**src/rtl/req_encoder4x2.sv**
```systemverilog
// Purpose: serialises a 4-bit request vector into ascending 2-bit indices, one per output handshake.
// Latency: first index is valid one cycle after the input handshake; each further index follows the previous handshake by one cycle.
// Backpressure: out, out_valid and out_last hold while out_ready=0; in_ready=0 for the whole time a vector is being emitted.
//
// Ports:
//   clk, rst_n          - single rising-edge clock, asynchronous active-low reset
//   in_valid/in_ready   - input handshake; in_ready is 1 only in IDLE (and during reset)
//   in[3:0]             - request vector, bit i set requests index i
//   out[1:0]            - registered index of the current request
//   out_valid/out_ready - output handshake
//   out_last            - registered, 1 when out is the last index of the vector
//   zero_err            - registered one-cycle pulse after an all-zero vector is accepted
module req_encoder4x2 (
    input  logic       clk,
    input  logic       rst_n,
    input  logic       in_valid,
    output logic       in_ready,
    input  logic [3:0] in,
    output logic [1:0] out,
    output logic       out_valid,
    input  logic       out_ready,
    output logic       out_last,
    output logic       zero_err
);

    typedef enum logic {
        IDLE = 1'b0,
        EMIT = 1'b1
    } state_t;

    state_t     state;
    logic [3:0] pending;
    logic [3:0] remaining;
    logic       in_hs;
    logic       out_hs;

    // Index of the lowest set bit; callers only pass nonzero vectors.
    function automatic logic [1:0] lowest_idx(input logic [3:0] v);
        logic [1:0] r;
        r = 2'd0;
        for (int i = 3; i >= 0; i--) begin
            if (v[i]) begin
                r = 2'(i);
            end
        end
        return r;
    endfunction

    // True when exactly one bit is set, i.e. the lowest index is also the last.
    function automatic logic single_bit(input logic [3:0] v);
        return (v != 4'd0) && ((v & (v - 4'd1)) == 4'd0);
    endfunction

    // in_ready decodes state directly, so it reads 1 throughout reset.
    assign in_ready  = (state == IDLE);
    assign in_hs     = in_valid && in_ready;
    assign out_hs    = out_valid && out_ready;
    // Pending bits left once the index currently on out is consumed.
    assign remaining = pending & ~(4'b0001 << out);

    always_ff @(posedge clk or negedge rst_n) begin
        if (!rst_n) begin
            state     <= IDLE;
            pending   <= 4'd0;
            out       <= 2'd0;
            out_valid <= 1'b0;
            out_last  <= 1'b0;
            zero_err  <= 1'b0;
        end else begin
            zero_err <= 1'b0;
            case (state)
                IDLE: begin
                    if (in_hs) begin
                        if (in != 4'd0) begin
                            pending   <= in;
                            out       <= lowest_idx(in);
                            out_valid <= 1'b1;
                            out_last  <= single_bit(in);
                            state     <= EMIT;
                        end else begin
                            // Empty vector: nothing to emit, just flag it.
                            zero_err <= 1'b1;
                        end
                    end
                end
                EMIT: begin
                    if (out_hs) begin
                        if (remaining != 4'd0) begin
                            pending  <= remaining;
                            out      <= lowest_idx(remaining);
                            out_last <= single_bit(remaining);
                        end else begin
                            pending   <= 4'd0;
                            out       <= 2'd0;
                            out_valid <= 1'b0;
                            out_last  <= 1'b0;
                            state     <= IDLE;
                        end
                    end
                end
                default: state <= IDLE;
            endcase
        end
    end

endmodule

```
**config.mk**
```make
export PLATFORM = sky130hd
export DESIGN_NAME = req_encoder4x2
export DESIGN_NICKNAME = d
export VERILOG_FILES = /design/src/rtl/req_encoder4x2.sv
export SDC_FILE = /design/constraint.sdc
export NUM_CORES = 1
export LEC_CHECK = 0
export ABC_CLOCK_PERIOD_IN_PS = 1500
export BUFFER_PORTS_ARGS = -buffer_cell sky130_fd_sc_hd__clkbuf_2
export CORE_ASPECT_RATIO = 1.5
export CORE_MARGIN = 2
export CORE_UTILIZATION = 30
export DETAILED_ROUTE_END_ITERATION = 16
export GPL_TIMING_DRIVEN = 1
export REMOVE_ABC_BUFFERS = 1
export SLEW_MARGIN = 10
export SYNTH_ARGS = -nofsm -noshare
export SYNTH_HDL_FRONTEND = slang
export SYNTH_SLANG_ARGS = --single-unit
```
**constraint.sdc**
```tcl
create_clock -name clk -period 1.5 [get_ports clk]
set_clock_uncertainty 0.2 [all_clocks]
set_input_delay 0.3 -clock clk [delete_from_list [all_inputs] [get_ports clk]]
set_output_delay 0.3 -clock clk [all_outputs]
set_load 0.01 [all_outputs]
```
==> flow_summary.html, run 1 <==
<table>
<tr><th>Metric</th><th>Value</th></tr>
<tr><th colspan="2">Status</th></tr>
<tr><td>Result of the run</td><td>finished with violations</td></tr>
<tr><td>Violations in the final reports</td><td>setup timing</td></tr>
<tr><th colspan="2">Timing</th></tr>
<tr><td>Post-route worst hold slack</td><td>0.162 ns</td></tr>
<tr><td>Highest achievable clock rate</td><td>0.647 GHz</td></tr>
<tr><td>Minimum clock period</td><td>1.54 ns</td></tr>
<tr><td>Worst Slack Setup Final</td><td>-0.0446 ns</td></tr>
<tr><td>Final Max Slew Viols</td><td>0</td></tr>
<tr><td>Share of the clock period used by the worst path</td><td>103%</td></tr>
<tr><td>Least-Margin Pin Slew</td><td>0.346 ns</td></tr>
<tr><td>Final hold vios</td><td>0</td></tr>
<tr><td>Unrepaired setup endpoints after global routing</td><td>true</td></tr>
<tr><td>Max transition margin</td><td>76.9%</td></tr>
<tr><td>Setup Viol. Count Final</td><td>2</td></tr>
<tr><th colspan="2">Synth</th></tr>
<tr><td>Warnings, synthesis</td><td>0</td></tr>
<tr><td>Post-synth ARST share</td><td>100%</td></tr>
<tr><td>Flip-flop and latch count after synthesis</td><td>10</td></tr>
<tr><td>Unique masters post-synth</td><td>40</td></tr>
<tr><td>Count of flip-flops with a built-in enable after synthesis</td><td>0</td></tr>
<tr><td>Synthesized area</td><td>828 µm²</td></tr>
<tr><td>Top cell type by total area after synthesis</td><td>sky130_fd_sc_hd__dfrtp_1</td></tr>
<tr><td>Proportion of netlist area held by the largest area contributor</td><td>30.2%</td></tr>
<tr><td>Largest cells by area after synthesis</td><td>sky130_fd_sc_hd__dfrtp_1 30%, sky130_fd_sc_hd__o21ai_0 4.2%, sky130_fd_sc_hd__buf_6 4.1%</td></tr>
<tr><td>Seq/Total Area, Yosys</td><td>30.2%</td></tr>
<tr><td>Synth Flop Type</td><td>sky130_fd_sc_hd__dfrtp_1</td></tr>
<tr><td>Syn_area_per_cell</td><td>8.63 µm²</td></tr>
<tr><td>Cells after Synth</td><td>96</td></tr>
<tr><th colspan="2">Place</th></tr>
<tr><td>Final weighted congestion of routability-driven global placement</td><td>0.974</td></tr>
<tr><td>Cell count after placement</td><td>160</td></tr>
<tr><td>Worst slack, placed</td><td>-0.115 ns</td></tr>
<tr><td>Final HPWL DP</td><td>1720 µm</td></tr>
<tr><td>IO Port Bufs</td><td>13</td></tr>
<tr><th colspan="2">Setup path</th></tr>
<tr><td>Crit path arrival time</td><td>1.51 ns</td></tr>
<tr><td>Path depth of the worst reg2reg path</td><td>5</td></tr>
<tr><td>Kind of start point of the critical path</td><td>flip-flop</td></tr>
<tr><td>Data required time of the critical path</td><td>1.47 ns</td></tr>
<tr><td>Crit Path Max Fanout</td><td>6</td></tr>
<tr><td>Reg-to-reg endpoint</td><td>out_last$_DFFE_PN0P_</td></tr>
<tr><td>Crit end category</td><td>flip-flop</td></tr>
<tr><td>Setup CP Type</td><td>reg2reg</td></tr>
<tr><td>CP endpoint</td><td>out_last$_DFFE_PN0P_</td></tr>
<tr><td>Worst setup startpoint</td><td>pending[2]$_DFFE_PN0P_</td></tr>
<tr><td>Beginning of the worst register-to-register path</td><td>pending[2]$_DFFE_PN0P_</td></tr>
<tr><td>R2r setup slk</td><td>-0.04 ns</td></tr>
<tr><th colspan="2">Hold path</th></tr>
<tr><td>Worst min-delay path class</td><td>in2reg</td></tr>
<tr><td>Worst hold path cell count</td><td>2</td></tr>
<tr><th colspan="2">Final layout</th></tr>
<tr><td>Area added between synthesis and finish</td><td>56.9%</td></tr>
<tr><td>Fraction of the core area covered by cells at the end of the flow</td><td>49.1%</td></tr>
<tr><td>Share of final-layout standard cells stronger than drive strength 1</td><td>52.2%</td></tr>
<tr><td>Number of nets at the end of the flow</td><td>147</td></tr>
<tr><td>Non-filler instance count after layout</td><td>175</td></tr>
<tr><td>Ant. Diodes</td><td>0</td></tr>
<tr><td>Most used cells in the layout excluding fill and tap cells</td><td>26 x sky130_fd_sc_hd__buf_4, 12 x sky130_fd_sc_hd__clkbuf_2, 8 x sky130_fd_sc_hd__o21ai_1</td></tr>
<tr><td>Filler cell count</td><td>257</td></tr>
<tr><td>Most common library cell in the layout ignoring fill and taps</td><td>sky130_fd_sc_hd__buf_4</td></tr>
<tr><th colspan="2">Global routing</th></tr>
<tr><td>Global-route wire length before repair</td><td>4000 µm</td></tr>
<tr><td>Via count of the first global-routing pass</td><td>920</td></tr>
<tr><td>GRT Overall Usage</td><td>17.4%</td></tr>
<tr><td>Maximum number of pins on one net before global-route repair</td><td>13</td></tr>
<tr><td>Remaining global-route overflow</td><td>0</td></tr>
<tr><td>Antenna violations before repair</td><td>0</td></tr>
<tr><th colspan="2">Clock tree</th></tr>
<tr><td>Number of buffers between clock root and the deepest sink</td><td>2</td></tr>
<tr><td>Clock tree from TritonCTS</td><td>yes</td></tr>
<tr><td>Sinks on the clock net</td><td>10</td></tr>
<tr><td>Num CTS Buffers</td><td>3</td></tr>
<tr><td>Worst-Skew Late Latency</td><td>0.24 ns</td></tr>
<tr><td>Library cell used as clock root buffer</td><td>sky130_fd_sc_hd__clkbuf_8</td></tr>
<tr><td>H-tree depth</td><td>1</td></tr>
<tr><td>Worst-path clk slew</td><td>0.05 ns</td></tr>
<tr><th colspan="2">Routing</th></tr>
<tr><td>Routed WL</td><td>2470 µm</td></tr>
<tr><td>Average vias per placed instance</td><td>5.22</td></tr>
<tr><td>Antenna-violating nets left</td><td>0</td></tr>
<tr><td>Drt pass-1 iters</td><td>4</td></tr>
<tr><td>Post-route DRC</td><td>0</td></tr>
<tr><td>Routed wirelength normalized by instance count</td><td>14.1 µm</td></tr>
<tr><td>Iteration-0 DRC Markers</td><td>13</td></tr>
<tr><td>Vias after detailed routing</td><td>913</td></tr>
<tr><th colspan="2">Floorplanning</th></tr>
<tr><td>Floorplan core area</td><td>2650 µm²</td></tr>
<tr><td>Number of rows created at floorplan</td><td>23</td></tr>
<tr><td>Chip Width</td><td>46.9 µm</td></tr>
<tr><td>Die outline area</td><td>3210 µm²</td></tr>
<tr><td>Initial core utilization</td><td>31.3%</td></tr>
<tr><td>Num ports</td><td>14</td></tr>
<tr><td>Die outline height</td><td>68.4 µm</td></tr>
<tr><th colspan="2">Pwr</th></tr>
<tr><td>Static leakage</td><td>0.579 nW</td></tr>
<tr><td>Clock power frac</td><td>12.3%</td></tr>
<tr><td>NetSw</td><td>1.16 mW</td></tr>
<tr><td>Power density over the cells</td><td>2140 nW/µm²</td></tr>
<tr><td>Pint</td><td>1.63 mW</td></tr>
<tr><td>Power share of the combinational group</td><td>67.0%</td></tr>
<tr><td>Switch share</td><td>41.6%</td></tr>
<tr><td>Maximum VDD drop</td><td>0.858 mV</td></tr>
<tr><td>Total Power Consumption</td><td>2.78 mW</td></tr>
<tr><td>Sequential cell fraction of total power</td><td>20.7%</td></tr>
<tr><th colspan="2">Job</th></tr>
<tr><td>Count of maximum capacitance violations</td><td>0</td></tr>
</table>
-- per-stage QoR --
stage               TNS [ns]  cell area (µm²)
global placement      -0.630             1040
floorplan             -0.249              772
detailed placement    -0.638             1040
finish               -0.0689             1300
global route          -0.436             1300
CTS                  -0.0119             1180
-- layout make-up --
class                           count  area (µm²)  area share [%]
Inverter                            5        21.3            1.64
Sequential cell                    10         258            19.8
Timing Repair Buffer               45         333            25.6
Multi-Input combinational cell     74         587            45.1
Clock buffer                        4        55.1            4.23
Tap cell                           37        46.3            3.56
-- power groups by stage --
stage | logic, mW | registers, mW | clock network (mW)
2_1_floorplan | 0.699 | 0.633 | 0
3_3_place_gp | 1.40 | 0.540 | 0
3_5_place_dp | 1.41 | 0.541 | 0
4_1_cts | 1.55 | 0.570 | 0.341
5_1_grt | 2.04 | 0.596 | 0.356
6_report | 1.86 | 0.577 | 0.342
-- registers in the layout, indices dropped and copies added (netlist names) --
name / flops
zero_err: 1
out_last: 1
out: 2
state: 1
pending: 4
out_valid: 1
-- synthesized netlist by cell type (3+ instances only) --
cell and n:
sky130_fd_sc_hd__a21oi_1 5, sky130_fd_sc_hd__buf_2 3, sky130_fd_sc_hd__buf_6 3, sky130_fd_sc_hd__dfrtp_1 10, sky130_fd_sc_hd__inv_1 4, sky130_fd_sc_hd__nand2_1 7
sky130_fd_sc_hd__nand2b_1 3, sky130_fd_sc_hd__nor2_1 6, sky130_fd_sc_hd__nor2b_1 3, sky130_fd_sc_hd__nor3_1 3, sky130_fd_sc_hd__nor4b_1 3, sky130_fd_sc_hd__o21ai_0 7
sky130_fd_sc_hd__o21ai_1 5
-- critical path: stages (launching register included) --
cell and delay (ns):
sky130_fd_sc_hd__dfrtp_2 0.45, sky130_fd_sc_hd__buf_4 0.19, sky130_fd_sc_hd__nor4b_4 0.06, sky130_fd_sc_hd__a2111oi_4 0.35
sky130_fd_sc_hd__o21ai_1 0.10, sky130_fd_sc_hd__o21ai_1 0.13
-- worst min path at each step --
stage	from	to
floorplan	rst_n	out[0]$_DFFE_PN0P_
global placement	rst_n	out[0]$_DFFE_PN0P_
detailed placement	rst_n	zero_err$_DFF_PN0_
CTS	in_valid	zero_err$_DFF_PN0_
global route	in_valid	zero_err$_DFF_PN0_
finish	in_valid	zero_err$_DFF_PN0_
-- routing by layer --
layer / wire [µm] / part of all wire (%) / vias to the layer above / global-route usage [%]
li1: - / - / 443 / -
met1: 929 / 38 / 428 / 20.1
met2: 1280 / 52 / 26 / 25.7
met3: 70 / 2.8 / 16 / 2.37
met4: 192 / 7.8 / 0 / 17.7
met5: 0 / 0 / - / 0
-- logic make-up (layout without fill, tap and decap cells) --
logic type | after synthesis | count (layout) | synth area share (%)
buffers and inverters | 12 | 54 | 9.06
AOI/OAI and AO/OA | 36 | 36 | 32.5
DFF | 10 | 10 | 30.2
muxes | 1 | 1 | 1.21
and+or+nand+nor | 36 | 36 | 26.0
xor gates and xnor gates | 1 | 1 | 1.06
-- repair_timing --
item / in CTS / in global routing
hold buffers: 1 / 0
endpoints found under the hold margin: 10 / 0
buffers inserted: 3 / 7
setup endpoints to repair: 11 / 12
resized for setup: 17 / 19
pin swaps: 2 / 10
(Power assumes the default switching activity.)
==> run 2, diff against run 1 <==
--- a/config.mk
+++ b/config.mk
@@ -5,7 +5,7 @@
 export SDC_FILE = /design/constraint.sdc
 export NUM_CORES = 1
 export LEC_CHECK = 0
-export ABC_CLOCK_PERIOD_IN_PS = 1500
+export ABC_CLOCK_PERIOD_IN_PS = 1860
 export BUFFER_PORTS_ARGS = -buffer_cell sky130_fd_sc_hd__clkbuf_2
 export CORE_ASPECT_RATIO = 1.5
 export CORE_MARGIN = 2
==> constraint.sdc (replaced) <==
create_clock -name clk -period 1.86 [get_ports clk]
set_clock_uncertainty 0.2 [all_clocks]
set_input_delay 0.372 -clock clk [delete_from_list [all_inputs] [get_ports clk]]
set_output_delay 0.372 -clock clk [all_outputs]
set_load 0.01 [all_outputs]
==> run 2 against run 1 <==
Net effect: the run now ends clean; via count is 9.6% lower; fmax is 7.0% lower; die area stayed put; first-iteration DRC count is 62% higher; critical path depth is 2 lower; sequential power is 16% lower; sequential share of layout area is 5.6 points higher; global-route usage is 2.0 points lower; combinational power is 51% lower; final area is 24% lower; core utilization is 12 points lower; largest power group unchanged.
==> flow_summary.html, run 2 (synthesis gave the netlist of run 1 again) <==
<table>
<tr><th>Metric</th><th>Value</th></tr>
<tr><th colspan="2">Status</th></tr>
<tr><td>Result of the run</td><td>finished clean</td></tr>
<tr><th colspan="2">Timing</th></tr>
<tr><td>Unrepaired setup endpoints after global routing</td><td>false</td></tr>
<tr><td>Final-layout setup total negative slack</td><td>0 ns (+0.0689 ns)</td></tr>
<tr><td>Max transition margin</td><td>68.5% (-8.3 points)</td></tr>
<tr><td>Minimum clock period</td><td>1.66 ns (+0.116 ns)</td></tr>
<tr><td>Final hold vios</td><td>0 (unchanged)</td></tr>
<tr><td>Highest achievable clock rate</td><td>0.602 GHz (-7.0%)</td></tr>
<tr><td>Share of the clock period used by the worst path</td><td>89.3% (-14 points)</td></tr>
<tr><td>Worst Slack Setup Final</td><td>0.199 ns (+0.244 ns)</td></tr>
<tr><td>Final Max Slew Viols</td><td>0 (unchanged)</td></tr>
<tr><td>Least-Margin Pin Slew</td><td>0.460 ns (+0.115 ns)</td></tr>
<tr><td>Setup Viol. Count Final</td><td>0 (-2)</td></tr>
<tr><th colspan="2">Global routing</th></tr>
<tr><td>Global-route wire length before repair</td><td>3460 µm (-13%)</td></tr>
<tr><td>GRT Overall Usage</td><td>15.5% (-2.0 points)</td></tr>
<tr><td>Maximum number of pins on one net before global-route repair</td><td>12 (-1)</td></tr>
<tr><td>Via count of the first global-routing pass</td><td>717 (-22%)</td></tr>
<tr><td>Antenna violations before repair</td><td>0 (unchanged)</td></tr>
<tr><td>Remaining global-route overflow</td><td>0 (unchanged)</td></tr>
<tr><th colspan="2">Clock tree</th></tr>
<tr><td>Num CTS Buffers</td><td>3 (unchanged)</td></tr>
<tr><td>H-tree depth</td><td>1 (unchanged)</td></tr>
<tr><td>Worst-Skew Late Latency</td><td>0.24 ns (about the same)</td></tr>
<tr><td>Number of buffers between clock root and the deepest sink</td><td>2 (unchanged)</td></tr>
<tr><td>Worst-path clk slew</td><td>0.05 ns (about the same)</td></tr>
<tr><td>Post-CTS repair timing setup buffer count</td><td>0 (-3)</td></tr>
<tr><td>Library cell used as clock root buffer</td><td>sky130_fd_sc_hd__clkbuf_8</td></tr>
<tr><td>Sinks on the clock net</td><td>10 (unchanged)</td></tr>
<tr><td>Clock tree from TritonCTS</td><td>yes</td></tr>
<tr><th colspan="2">Routing</th></tr>
<tr><td>Drt pass-1 iters</td><td>4 (unchanged)</td></tr>
<tr><td>Vias after detailed routing</td><td>825 (-9.6%)</td></tr>
<tr><td>Average vias per placed instance</td><td>5.54 (+6.1%)</td></tr>
<tr><td>Routed WL</td><td>2110 µm (-15%)</td></tr>
<tr><td>Antenna-violating nets left</td><td>0 (unchanged)</td></tr>
<tr><td>Routed wirelength normalized by instance count</td><td>14.2 µm (+0.35%)</td></tr>
<tr><td>DR WL met3</td><td>76 µm (+8.6%)</td></tr>
<tr><td>Iteration-0 DRC Markers</td><td>21 (+8)</td></tr>
<tr><td>Post-route DRC</td><td>0 (unchanged)</td></tr>
<tr><td>Highest routed layer</td><td>met4</td></tr>
<tr><td>Routed length on met2</td><td>1150 µm (-9.8%)</td></tr>
<tr><td>Routed metal-1 wirelength</td><td>826 µm (-11%)</td></tr>
<tr><th colspan="2">Setup path</th></tr>
<tr><td>R2r setup slk</td><td>0.20 ns (+0.24 ns)</td></tr>
<tr><td>Delay of the slowest critical-path stage</td><td>0.53 ns (+0.08 ns)</td></tr>
<tr><td>CP delay by family, top</td><td>compound AO/OA/AOI/OAI gates</td></tr>
<tr><td>Beginning of the worst register-to-register path</td><td>pending[1]$_DFFE_PN0P_</td></tr>
<tr><td>Path depth of the worst reg2reg path</td><td>3 (-2)</td></tr>
<tr><td>Reg-to-reg endpoint</td><td>out_valid$_DFFE_PN0P_</td></tr>
<tr><td>Crit end category</td><td>flip-flop</td></tr>
<tr><td>Sequence of cells on the critical path</td><td>a2111oi_0 &gt; o21ba_2 &gt; o21ai_1</td></tr>
<tr><td>Setup CP Type</td><td>reg2reg</td></tr>
<tr><td>Data required time of the critical path</td><td>1.78 ns (+0.31 ns)</td></tr>
<tr><td>Cell at the slowest stage of the critical path</td><td>sky130_fd_sc_hd__a2111oi_0</td></tr>
<tr><td>CP bufs+invs</td><td>0 (-1)</td></tr>
<tr><td>Kind of start point of the critical path</td><td>flip-flop</td></tr>
<tr><td>Crit Path Max Fanout</td><td>8 (+2)</td></tr>
<tr><td>Crit path arrival time</td><td>1.58 ns (+0.07 ns)</td></tr>
<tr><th colspan="2">Place</th></tr>
<tr><td>Worst slack, placed</td><td>0.197 ns (+0.312 ns)</td></tr>
<tr><td>Final HPWL DP</td><td>1640 µm (-4.8%)</td></tr>
<tr><td>IO Port Bufs</td><td>13 (unchanged)</td></tr>
<tr><td>Final weighted congestion of routability-driven global placement</td><td>0.857 (-12%)</td></tr>
<tr><th colspan="2">Pwr</th></tr>
<tr><td>Maximum VDD drop</td><td>0.543 mV (-37%)</td></tr>
<tr><td>Power share of the combinational group</td><td>54.7% (-12 points)</td></tr>
<tr><td>Sequential cell fraction of total power</td><td>28.8% (+8.1 points)</td></tr>
<tr><td>Static leakage</td><td>0.424 nW (-27%)</td></tr>
<tr><td>Power density over the cells</td><td>1700 nW/µm² (-20%)</td></tr>
<tr><td>Clock power frac</td><td>16.5% (+4.2 points)</td></tr>
<tr><td>NetSw</td><td>0.753 mW (-35%)</td></tr>
<tr><td>Switch share</td><td>44.9% (+3.2 points)</td></tr>
<tr><td>Pint</td><td>0.926 mW (-43%)</td></tr>
<tr><th colspan="2">Final layout</th></tr>
<tr><td>Largest regs</td><td>pending x4, out x2</td></tr>
<tr><td>Most common library cell in the layout ignoring fill and taps</td><td>sky130_fd_sc_hd__clkbuf_2</td></tr>
<tr><td>Area added between synthesis and finish</td><td>19.0%</td></tr>
<tr><td>Ant. Diodes</td><td>0 (unchanged)</td></tr>
<tr><td>Filler cell count</td><td>288 (+12%)</td></tr>
<tr><td>Most used cells in the layout excluding fill and tap cells</td><td>13 x sky130_fd_sc_hd__clkbuf_2, 10 x sky130_fd_sc_hd__dfrtp_1, 7 x sky130_fd_sc_hd__nand2_1, 7 x sky130_fd_sc_hd__o21ai_0, 6 x sky130_fd_sc_hd__nor2_1</td></tr>
<tr><td>Register containing the most flip-flops in the final layout</td><td>pending</td></tr>
<tr><td>Number of flip-flops in the largest register</td><td>4 (unchanged)</td></tr>
<tr><td>Share of final-layout standard cells stronger than drive strength 1</td><td>27.7% (-24 points)</td></tr>
<tr><td>Number of nets at the end of the flow</td><td>121 (-18%)</td></tr>
<tr><th colspan="2">Floorplanning</th></tr>
<tr><td>Initial core utilization</td><td>31.3% (unchanged)</td></tr>
<tr><td>Die outline area</td><td>3210 µm² (unchanged)</td></tr>
<tr><td>Die outline height</td><td>68.4 µm (unchanged)</td></tr>
<tr><td>Floorplan core area</td><td>2650 µm² (unchanged)</td></tr>
<tr><td>Number of rows created at floorplan</td><td>23 (unchanged)</td></tr>
<tr><td>Chip Width</td><td>46.9 µm (unchanged)</td></tr>
<tr><td>Num ports</td><td>14 (unchanged)</td></tr>
<tr><th colspan="2">Job</th></tr>
<tr><td>Count of maximum capacitance violations</td><td>0 (unchanged)</td></tr>
<tr><th colspan="2">Hold path</th></tr>
<tr><td>Worst-case hold path end point</td><td>zero_err$_DFF_PN0_</td></tr>
<tr><td>Worst hold path cell count</td><td>2 (unchanged)</td></tr>
<tr><td>Worst min-delay path class</td><td>in2reg</td></tr>
<tr><td>Worst Min Path Start</td><td>in_valid</td></tr>
</table>
-- run 2: cell count changes in the layout (fill, tap and decap cells not counted), moves of 2 or more --
cell,delta
sky130_fd_sc_hd__nor3_2,-2
sky130_fd_sc_hd__buf_6,-6
sky130_fd_sc_hd__dfrtp_1,+6
sky130_fd_sc_hd__nor2b_1,+2
sky130_fd_sc_hd__dfrtp_2,-6
sky130_fd_sc_hd__nor3_1,+2
sky130_fd_sc_hd__o21ai_1,-3
sky130_fd_sc_hd__o21ai_0,+3
sky130_fd_sc_hd__buf_4,-21
-- run 2: repair_timing --
action	CTS	global route
gates resized for setup	0	0
endpoints found under the hold margin	10	0
hold buffers	1	0
-- run 2: how the worst max path moves through the flow --
stage / from / end / cells after the start
finish: pending[1]$_DFFE_PN0P_ / out_valid$_DFFE_PN0P_ / 3
CTS: pending[1]$_DFFE_PN0P_ / state$_DFF_PN0_ / 3
global route: out[0]$_DFFE_PN0P_ / state$_DFF_PN0_ / 4
detailed placement: in[2] / pending[2]$_DFFE_PN0P_ / 4
floorplan: out[1]$_DFFE_PN0P_ / out_valid$_DFFE_PN0P_ / 4
global placement: in[2] / pending[0]$_DFFE_PN0P_ / 5
-- run 2: layout make-up --
cell class	instances	area (µm²)	area share [%]
clock buffers	4	55.1	5.58
repair buffers	19	113	11.4
flip-flops and latches	10	250	25.4
multi-input cells	74	503	51.0
well taps	37	46.3	4.70
inverters	5	18.8	1.90
-- run 2: worst register-to-register path: stages (launching register included) --
cell and delay, ns:
sky130_fd_sc_hd__dfrtp_1 0.49, sky130_fd_sc_hd__a2111oi_0 0.53, sky130_fd_sc_hd__o21ba_2 0.24, sky130_fd_sc_hd__o21ai_1 0.08
-- run 2: per-stage QoR --
step	total power [mW]	hold slack (ns)	instance area [µm²]	cells	util (%)
after floorplan	1.07	-0.124	772	89	-
after detailed placement	1.39	0.0513	921	144	34.8
after global routing	1.81	0.215	986	149	37.2
final	1.68	0.208	986	149	37.2
after CTS	1.68	0.211	986	149	37.2
after global placement	1.38	0.0459	921	144	34.8
-- run 2: per-layer routing --
| layer | vias to the layer above | GRT usage (%) |
|---|---|---|
| met5 | - | 0 |
| met3 | 6 | 2.37 |
| met2 | 27 | 26.0 |
| met4 | 0 | 9.38 |
| met1 | 400 | 17.6 |
| li1 | 392 | - |
-- run 2: power by group through the flow --
stage	Combinational (mW)	Sequential (mW)	Clock, mW
after floorplan	0.563	0.511	0
after global placement	0.901	0.478	0
after detailed placement	0.909	0.484	0
after CTS	0.915	0.480	0.282
after global routing	1.01	0.498	0.296
final	0.918	0.484	0.277
